`config.mk`:
```
export PLATFORM = sky130hd
export DESIGN_NAME = phase_cycle_sequencer
export DESIGN_NICKNAME = d
export VERILOG_FILES = /design/src/rtl/phase_cycle_sequencer_pkg.sv /design/src/rtl/phase_cycle_sequencer_phase_index_counter.sv /design/src/rtl/phase_cycle_sequencer.sv
export SDC_FILE = /design/constraint.sdc
export NUM_CORES = 1
export LEC_CHECK = 0
export ABC_AREA = 0
export CORE_ASPECT_RATIO = 1.2
export CORE_UTILIZATION = 37
export DETAILED_ROUTE_END_ITERATION = 7
export PLACE_DENSITY = 0.68
export SYNTH_ARGS = -nofsm -noshare
export SYNTH_HDL_FRONTEND = slang
export SYNTH_SLANG_ARGS = --single-unit
```
`constraint.sdc`:
```
create_clock -name clk -period 3.6 [get_ports clk]
set_input_delay 1.08 -clock clk [delete_from_list [all_inputs] [get_ports clk]]
set_output_delay 1.08 -clock clk [all_outputs]
set_load 0.02 [all_outputs]
```
`src/rtl/phase_cycle_sequencer_pkg.sv`:
```
// Shared definitions for the phase-cycled acquisition sequencer.
//   state_t          : FSM state encoding (IDLE / RUN / FINISH)
//   PHASE_SLOTS      : number of entries in the downstream phase list
//   PHASE_W          : width of one phase-list entry
//   map_phases()     : maps a requested slot count of 0 to 1
package phase_cycle_sequencer_pkg;

    typedef enum logic [1:0] {
        ST_IDLE   = 2'd0,
        ST_RUN    = 2'd1,
        ST_FINISH = 2'd2
    } state_t;

    localparam int PHASE_SLOTS = 3;
    localparam int PHASE_W     = 6;

    function automatic logic [1:0] map_phases(input logic [1:0] n);
        return (n == 2'd0) ? 2'd1 : n;
    endfunction

endpackage

```
`src/rtl/phase_cycle_sequencer_phase_index_counter.sv`:
```
// Modulo-N phase-slot index counter.
//   clk, rst_n : clock, async active-low reset
//   clear      : synchronous return to slot 0 (wins over enable)
//   enable     : advance one slot, wrapping after modulus-1
//   modulus    : number of slots in use (1..3, 0 behaves as 1)
//   index      : registered slot index, never above PHASE_SLOTS-1
module phase_index_counter
    import phase_cycle_sequencer_pkg::*;
(
    input  logic       clk,
    input  logic       rst_n,
    input  logic       clear,
    input  logic       enable,
    input  logic [1:0] modulus,
    output logic [1:0] index
);

    logic [1:0] last_idx;

    // Comparing with >= rather than == keeps the index in range even if
    // the modulus shrinks underneath a non-zero index.
    always_comb begin
        last_idx = (modulus == 2'd0) ? 2'd0 : modulus - 2'd1;
        if (last_idx > 2'(PHASE_SLOTS - 1)) begin
            last_idx = 2'(PHASE_SLOTS - 1);
        end
    end

    always_ff @(posedge clk or negedge rst_n) begin
        if (!rst_n) begin
            index <= 2'd0;
        end else if (clear) begin
            index <= 2'd0;
        end else if (enable) begin
            index <= (index >= last_idx) ? 2'd0 : index + 2'd1;
        end
    end

endmodule

```
`src/rtl/phase_cycle_sequencer.sv`:
```
// Phase-cycled acquisition run sequencer.
//   clk, rst_n      : clock, async active-low reset
//   start           : pulse, begins a run (latches n_phases / n_scans)
//   abort           : pulse, ends a run at once without done
//   scan_done       : pulse, one scan of the run has completed
//   n_phases        : phase slots in use (0 treated as 1)
//   n_scans         : scans in the run (0 = empty run)
//   phase_selector  : registered phase-list slot for the current scan
//   busy            : registered, high in RUN and FINISH
//   scan_count      : registered, scans completed (saturating)
//   done            : registered one-cycle pulse in FINISH
//
// state     | meaning
// ----------+-----------------------------------------------
// ST_IDLE   | waiting for start; outputs hold last run result
// ST_RUN    | counting scan_done pulses, cycling phase slots
// ST_FINISH | one cycle with done high, then back to IDLE
module phase_cycle_sequencer
    import phase_cycle_sequencer_pkg::*;
#(
    parameter int SCAN_W = 16
) (
    input  logic              clk,
    input  logic              rst_n,
    input  logic              start,
    input  logic              abort,
    input  logic              scan_done,
    input  logic [1:0]        n_phases,
    input  logic [SCAN_W-1:0] n_scans,
    output logic [1:0]        phase_selector,
    output logic              busy,
    output logic [SCAN_W-1:0] scan_count,
    output logic              done
);

    localparam logic [SCAN_W-1:0] COUNT_ONE = {{(SCAN_W-1){1'b0}}, 1'b1};
    localparam logic [SCAN_W-1:0] COUNT_MAX = {SCAN_W{1'b1}};

    state_t            state;
    state_t            state_nxt;
    logic [1:0]        lat_phases;
    logic [SCAN_W-1:0] lat_scans;
    logic [SCAN_W-1:0] count_inc;
    logic              start_ok;
    logic              scan_ok;
    logic              last_scan;
    logic              busy_nxt;
    logic              done_nxt;
    logic              phase_clear;
    logic              phase_adv;

    assign start_ok  = (state == ST_IDLE) && start && !abort;
    // An empty run never consumes scan_done; it goes straight to FINISH.
    assign scan_ok   = (state == ST_RUN) && scan_done && !abort && (lat_scans != '0);
    assign count_inc = (scan_count == COUNT_MAX) ? scan_count : scan_count + COUNT_ONE;
    assign last_scan = scan_ok && (count_inc == lat_scans);

    // Abort in IDLE leaves the held result of the previous run untouched.
    assign phase_clear = start_ok || (abort && (state != ST_IDLE));
    // The final scan does not advance the slot so the last-used one stays visible.
    assign phase_adv   = scan_ok && !last_scan;

    always_ff @(posedge clk or negedge rst_n) begin
        if (!rst_n) begin
            state <= ST_IDLE;
        end else begin
            state <= state_nxt;
        end
    end

    always_comb begin
        state_nxt = state;
        unique case (state)
            ST_IDLE: begin
                if (start_ok) begin
                    state_nxt = ST_RUN;
                end
            end
            ST_RUN: begin
                if (abort) begin
                    state_nxt = ST_IDLE;
                end else if ((lat_scans == '0) || last_scan) begin
                    state_nxt = ST_FINISH;
                end
            end
            ST_FINISH: begin
                state_nxt = ST_IDLE;
            end
            default: begin
                state_nxt = ST_IDLE;
            end
        endcase
    end

    // Outputs are registered from the next state so they line up with it.
    always_comb begin
        busy_nxt = (state_nxt != ST_IDLE);
        done_nxt = (state_nxt == ST_FINISH);
    end

    always_ff @(posedge clk or negedge rst_n) begin
        if (!rst_n) begin
            busy       <= 1'b0;
            done       <= 1'b0;
            lat_phases <= 2'd0;
            lat_scans  <= '0;
            scan_count <= '0;
        end else begin
            busy <= busy_nxt;
            done <= done_nxt;
            if (start_ok) begin
                lat_phases <= map_phases(n_phases);
                lat_scans  <= n_scans;
                scan_count <= '0;
            end else if (scan_ok) begin
                scan_count <= count_inc;
            end
        end
    end

    phase_index_counter u_phase_index_counter (
        .clk     (clk),
        .rst_n   (rst_n),
        .clear   (phase_clear),
        .enable  (phase_adv),
        .modulus (lat_phases),
        .index   (phase_selector)
    );

endmodule

```
==> flow_summary.ini <==
[outcome]
status = complete, no violations

[worst_hold_path]
hold_path_end = lat_phases[1]
worstHoldStart = lat_phases[1]
min_path_cells = 2
holdCritPathClass = register to register

[pwr]
vdd_drop_max_uv = 209
p_leak_nw = 1.32
power_density_nw_per_um2 = 356
clkPwrFrac = 0.279
power_mw = 1.15
p_seq_frac = 0.486
netSwitchingFraction = 0.321
power.switching_uw = 370
p_comb_frac = 0.235
internal_power_uw = 783

[timing]
period_share = 0.843
slew-limit-headroom = 0.405
setup_violations = 0
skew_ns = 0.0102
fin_hold_ws_ns = 0.507
rsz0062_at_grt = no
tns_ns = 0
worstMarginPinSlew_ns = 0.893
min_period_ns = 3.03
hold_viol = 0
timing.fmax_mhz = 330
drv_slew = 0

[critical_path]
r2r_start = scan_count[0]
cp_top_family = compound AO/OA/AOI/OAI gates
start_kind = register
timing.rr.end = u_phase_index_counter.index[0]
end_kind = register
crit_path_cell_trace = ha_1 > and4_1 > a41oi_1 > xnor2_1 > a2111oi_0 > buf_4 > o2111ai_1 > o41ai_4 > mux2i_1 > nor2_1
arrival_ns = 3.23
slowest_delay_ns = 0.50
crit_type = register to register
crit_path_top_delay_cell = dfrtp_1
r2r_cells = 10
crit_fanout = 8
ff2ff_setup_slack_ns = 0.57
critPathRequiredTime_ns = 3.79
crit_buf_inv = 1

[detailed_routing]
first_iter_violations = 151
viasPerCell = 5.68
drcViolationCount = 0
first_pass_iters = 4
vias = 2503
ant_nets = 0
wire_per_inst_um = 16.3
routed_wl_um = 7210

[synthesis]
syn_inst = 308
synthTopCellsByArea = dfrtp_1 38%, nand2_1 10%, xnor2_1 4.0%
synth_mux_area_frac = 0.0194
synth_area_um2 = 2650
yosysUniqueCellTypes = 57
async_reset_ff_frac = 1.00
synth_top_family_by_area = simple AND/OR/NAND/NOR gates
yosysMostFrequentCell = nand2_1
synth_edf_count = 0
synthTopCellsByCount = 72 x nand2_1, 40 x dfrtp_1, 19 x o21ai_0
yosys.area_share.simple = 0.279
seq_area_frac_synth = 0.378
yosysWarnings = 0
synth_seq_cells = 40
synthXorXnorAreaFrac = 0.0563
synth_compound_area_frac = 0.191
synth_fa_ha_area_frac = 0.0142
synth_area_per_cell_um2 = 8.59
yosysTopAreaCell = dfrtp_1
synth_top_area_share = 0.378
syn-num-nets = 334
synth_ff_type = dfrtp_1

[layout]
ff_latch_area_um2 = 1000
nets = 379
insertedDiodeCount = 0
fill_cells = 702
syn_to_final_growth_pct = 22.3
multiInputGateArea_um2 = 1490
drive_above_1_share = 0.105

[clocking]
clock_latency_ns = 0.30
cts_buffers = 5
cts_tree = built
clock-sinks = 40
cts.reportedPaths.clkPinSlew_ns = 0.08
cts_resized = 0
htree_levels = 2
postCtsHoldBufs = 0
post_cts.repair.setup_buffers = 0
clockBufferDepth = 2
cts-root-buf = clkbuf_8

[die]
core_um2 = 6900
dieArea_um2 = 7500
rows = 33
pin_count = 43
start_util = 0.384
die_x_um = 79.2
fp.dieH_um = 94.6

[placement]
dp_hpwl_um = 5460
port_buffers = 42
routabilityCongestion = 0.917

[global_route]
grt_max_degree = 41
grt_overflow = 0
antenna_found_initial = 0
grt_pass1_wl_um = 12000
grtUsageTotal = 0.209
grt_pass1_vias = 2440

[flow_run]
cap_violations = 0
metal layers:
| metal | part of all wire | up-vias | track usage |
|---|---|---|---|
| li1 | - | 1206 | - |
| met1 | 0.41 | 1205 | 0.267 |
| met2 | 0.51 | 79 | 0.353 |
| met3 | 0.057 | 13 | 0.0348 |
| met4 | 0.027 | 0 | 0.0788 |
| met5 | 0 | - | 0 |
worst max path at each step:
stage	endpoint	slack [ns]	cells past startpoint	start
6_report	u_phase_index_counter.index[0]	0.57	10	scan_count[0]
5_1_grt	u_phase_index_counter.index[0]	0.32	10	scan_count[0]
4_1_cts	u_phase_index_counter.index[0]	0.56	10	scan_count[0]
3_5_place_dp	scan_count[0]	0.30	8	abort
3_3_place_gp	scan_count[0]	0.42	8	abort
2_1_floorplan	u_phase_index_counter.index[1]	0.78	9	scan_count[0]
sequential cells by signal, indices dropped and copies added (netlist names):
name	flops
u_phase_index_counter.index	2
state	2
lat_phases	2
lat_scans	16
scan_count	16
done	1
busy	1
through the flow:
stage | instances | worst slack [ns] | area, µm² | utilization
detailed placement | 433 | 0.297 | 3140 | 0.455
global placement | 433 | 0.421 | 3140 | 0.455
global route | 441 | 0.322 | 3240 | 0.469
finish | 441 | 0.567 | 3240 | 0.469
CTS | 441 | 0.557 | 3240 | 0.469
floorplan | 308 | 0.781 | 2650 | -
layout by cell type, fill, tap and decap left out, types with 9 or more instances in the layout:
master            n
dfrtp_1          40
xnor2_1          12
inv_1             9
nor3_1            9
o21ai_0          19
buf_4            12
nand3_1          11
a21oi_1          10
clkdlybuf4s50_1  41
nand2_1          72
nor4_1           10
nor2_1           14
worst min-delay path, cell delays in order (launching register included):
cell and delay (ns):
dfrtp_1 0.37, nand2_1 0.06, nand2_1 0.06
kinds of logic (layout without fill, tap and decap cells):
family | count (synthesis) | count (layout)
adders and majority gates | 3 | 3
xor gates and xnor gates | 17 | 17
and+or+nand+nor | 148 | 148
buffers and inverters | 25 | 71
AOI/OAI and AO/OA | 70 | 70
muxes | 5 | 5
DFF | 40 | 40
final cells by class:
class                      count  area share
clock buffer                   6      0.0255
clock inverter                 2     0.00425
multi-input combinational    243       0.461
sequential                    40       0.309
inverter                       9      0.0104
tap                           87      0.0336
timing repair buffer          54       0.156
power groups by stage:
| stage | combinational [mW] | clock (mW) | sequential, mW |
|---|---|---|---|
| finish | 0.271 | 0.321 | 0.561 |
| global route | 0.301 | 0.349 | 0.567 |
| CTS | 0.273 | 0.331 | 0.559 |
| detailed placement | 0.271 | 0 | 0.568 |
| global placement | 0.266 | 0 | 0.568 |
| floorplan | 0.169 | 0 | 0.554 |
Note: power is estimated with default switching activity, not from simulation.
==> patch: new RTL, config.mk and constraints unchanged <==
The parameter `SCAN_W` goes from 16 to 32.
--- a/src/rtl/phase_cycle_sequencer.sv
+++ b/src/rtl/phase_cycle_sequencer.sv
@@ -18,7 +18,7 @@
 module phase_cycle_sequencer
     import phase_cycle_sequencer_pkg::*;
 #(
-    parameter int SCAN_W = 16
+    parameter int SCAN_W = 32
 ) (
     input  logic              clk,
     input  logic              rst_n,
Interface: changed (resized n_scans and scan_count); port bits go from 43 to 75. The function was not compared with the original's and may differ.
==> patch against the original RTL <==
Area after synthesis up 75%; core utilization up 2.0 points; power up 120%; wire length up 110%; non-clock buffer count up 44; setup slack worse by 0.28 ns; cell area up 84%; sequential cell count up 32; combinational power up 71%.
==> patch: results (changes against the original RTL) <==
| Metric | Value |
|---|---|
| VDD IR max | 0.235 mV (+13%) |
| Reg2Reg Setup Slack | 0.28 ns (-0.28 ns) |
| Final clock skew | 0.00637 ns (-0.00382 ns) |
| Routed length on met1 | 6.17 mm (+110%) |
| Pin count of the biggest net entering global routing | 42 (+2.4%) |
| First-pass iteration count of the detailed router | 5 (+1) |
| Seq cells | 72 (+80%) |
| Leakage | 2.48 nW (+88%) |
| Largest fanout of any net on the critical path | 9 (+1) |
| Clock network contribution to total cell area | 0.0577 (+0.0280) |
| Clock transition time at the flip-flop clock pins of the worst setup and hold paths | 0.06 ns (-0.02 ns) |
| Layout inverter count without the clock tree | 5 (-4) |
| Final HPWL DP | 11.1 mm (+100%) |
| Cell family with most CP delay | simple AND/OR/NAND/NOR gates |
| Largest registers | lat_scans: 32 flops, scan_count: 32 flops |
| CTS root buf | sky130_fd_sc_hd__clkbuf_16 |
| H-Tree Depth | 3 (+1) |
| Status | finished clean |
| Global-route wire length before repair | 24.0 mm (+100%) |
| Top cells by area, synth | sky130_fd_sc_hd__dfrtp_1 (39%), sky130_fd_sc_hd__nand2_1 (11%), sky130_fd_sc_hd__xnor2_1 (5.3%), sky130_fd_sc_hd__o21ai_0 (4.7%), sky130_fd_sc_hd__xor2_1 (3.2%) |
| Clkbuf count | 10 (+4) |
| Dpl ws | 0.0911 ns (-0.206 ns) |
| Total met3 wirelength after detailed routing | 730 um (+78%) |
| Fraction of the yosys area taken by sequential cells | 0.388 (+0.0102) |
| Post-layout nets | 677 (+79%) |
| Vias post-DR | 4543 (+82%) |
[patch: cell types whose count changed after synthesis, moves of 8 or more]
cell / delta
sky130_fd_sc_hd__clkbuf_1: +8
sky130_fd_sc_hd__dfrtp_1: +32
sky130_fd_sc_hd__buf_2: +8
sky130_fd_sc_hd__xnor2_1: +16
sky130_fd_sc_hd__nand4_1: +12
sky130_fd_sc_hd__xor2_1: +12
sky130_fd_sc_hd__nand2_1: +64
sky130_fd_sc_hd__o31ai_1: +14
sky130_fd_sc_hd__nor2_1: +13
sky130_fd_sc_hd__o21ai_0: +25
sky130_fd_sc_hd__a21oi_1: +15
[patch: logic make-up (layout without fill, tap and decap cells)]
| group | Yosys count | in the layout | share of synthesized area |
|---|---|---|---|
| xor gates and xnor gates | 45 | 45 | 0.0850 |
| DFF | 72 | 72 | 0.388 |
| adders and majority gates | 3 | 3 | 0.00809 |
| buffers and inverters | 37 | 119 | 0.0402 |
| AOI/OAI and AO/OA | 128 | 128 | 0.172 |
| and+or+nand+nor | 273 | 273 | 0.306 |
[patch: worst register-to-register path, cell delays in order, from the launching register on]
cell and delay (ns):
sky130_fd_sc_hd__dfrtp_1 0.50, sky130_fd_sc_hd__ha_1 0.33, sky130_fd_sc_hd__and4_4 0.31, sky130_fd_sc_hd__and3_2 0.31, sky130_fd_sc_hd__nand3_2 0.14, sky130_fd_sc_hd__buf_4 0.21
sky130_fd_sc_hd__a211o_1 0.26, sky130_fd_sc_hd__a211oi_1 0.20, sky130_fd_sc_hd__nand4_1 0.18, sky130_fd_sc_hd__nor4_4 0.39, sky130_fd_sc_hd__buf_4 0.19, sky130_fd_sc_hd__o21ai_1 0.07
sky130_fd_sc_hd__a21oi_1 0.16
[patch: routing by layer]
| metal | up-vias | track usage |
|---|---|---|
| li1 | 2165 | - |
| met2 | 148 | 0.405 |
| met3 | 37 | 0.0424 |
| met4 | 0 | 0.124 |
| met5 | - | 0 |
| met1 | 2193 | 0.283 |
[patch: power by group through the flow]
stage	Combinational (mW)	Sequential (mW)	Clock (mW)
6_report	0.463	1.00	1.04
5_1_grt	0.514	1.01	1.09
4_1_cts	0.464	1.00	1.05
3_5_place_dp	0.460	1.02	0
3_3_place_gp	0.457	1.01	0
2_1_floorplan	0.292	0.980	0
[patch: through the flow]
stage          area (um^2)  utilization  hold WS [ns]  std cells
2_1_floorplan         4640            -         0.460        558
3_3_place_gp          5590        0.459         0.476        782
3_5_place_dp          5590        0.459         0.482        782
4_1_cts               5930        0.488         0.497        798
5_1_grt               5960        0.490         0.538        801
6_report              5960        0.490         0.488        801
[patch: what timing repair did]
action / 4_1_cts / 5_1_grt
buffers inserted: 0 / 3
endpoints found under the setup margin: 0 / 3
resized for setup: 0 / 1
hold endpoints to repair: 0 / 0
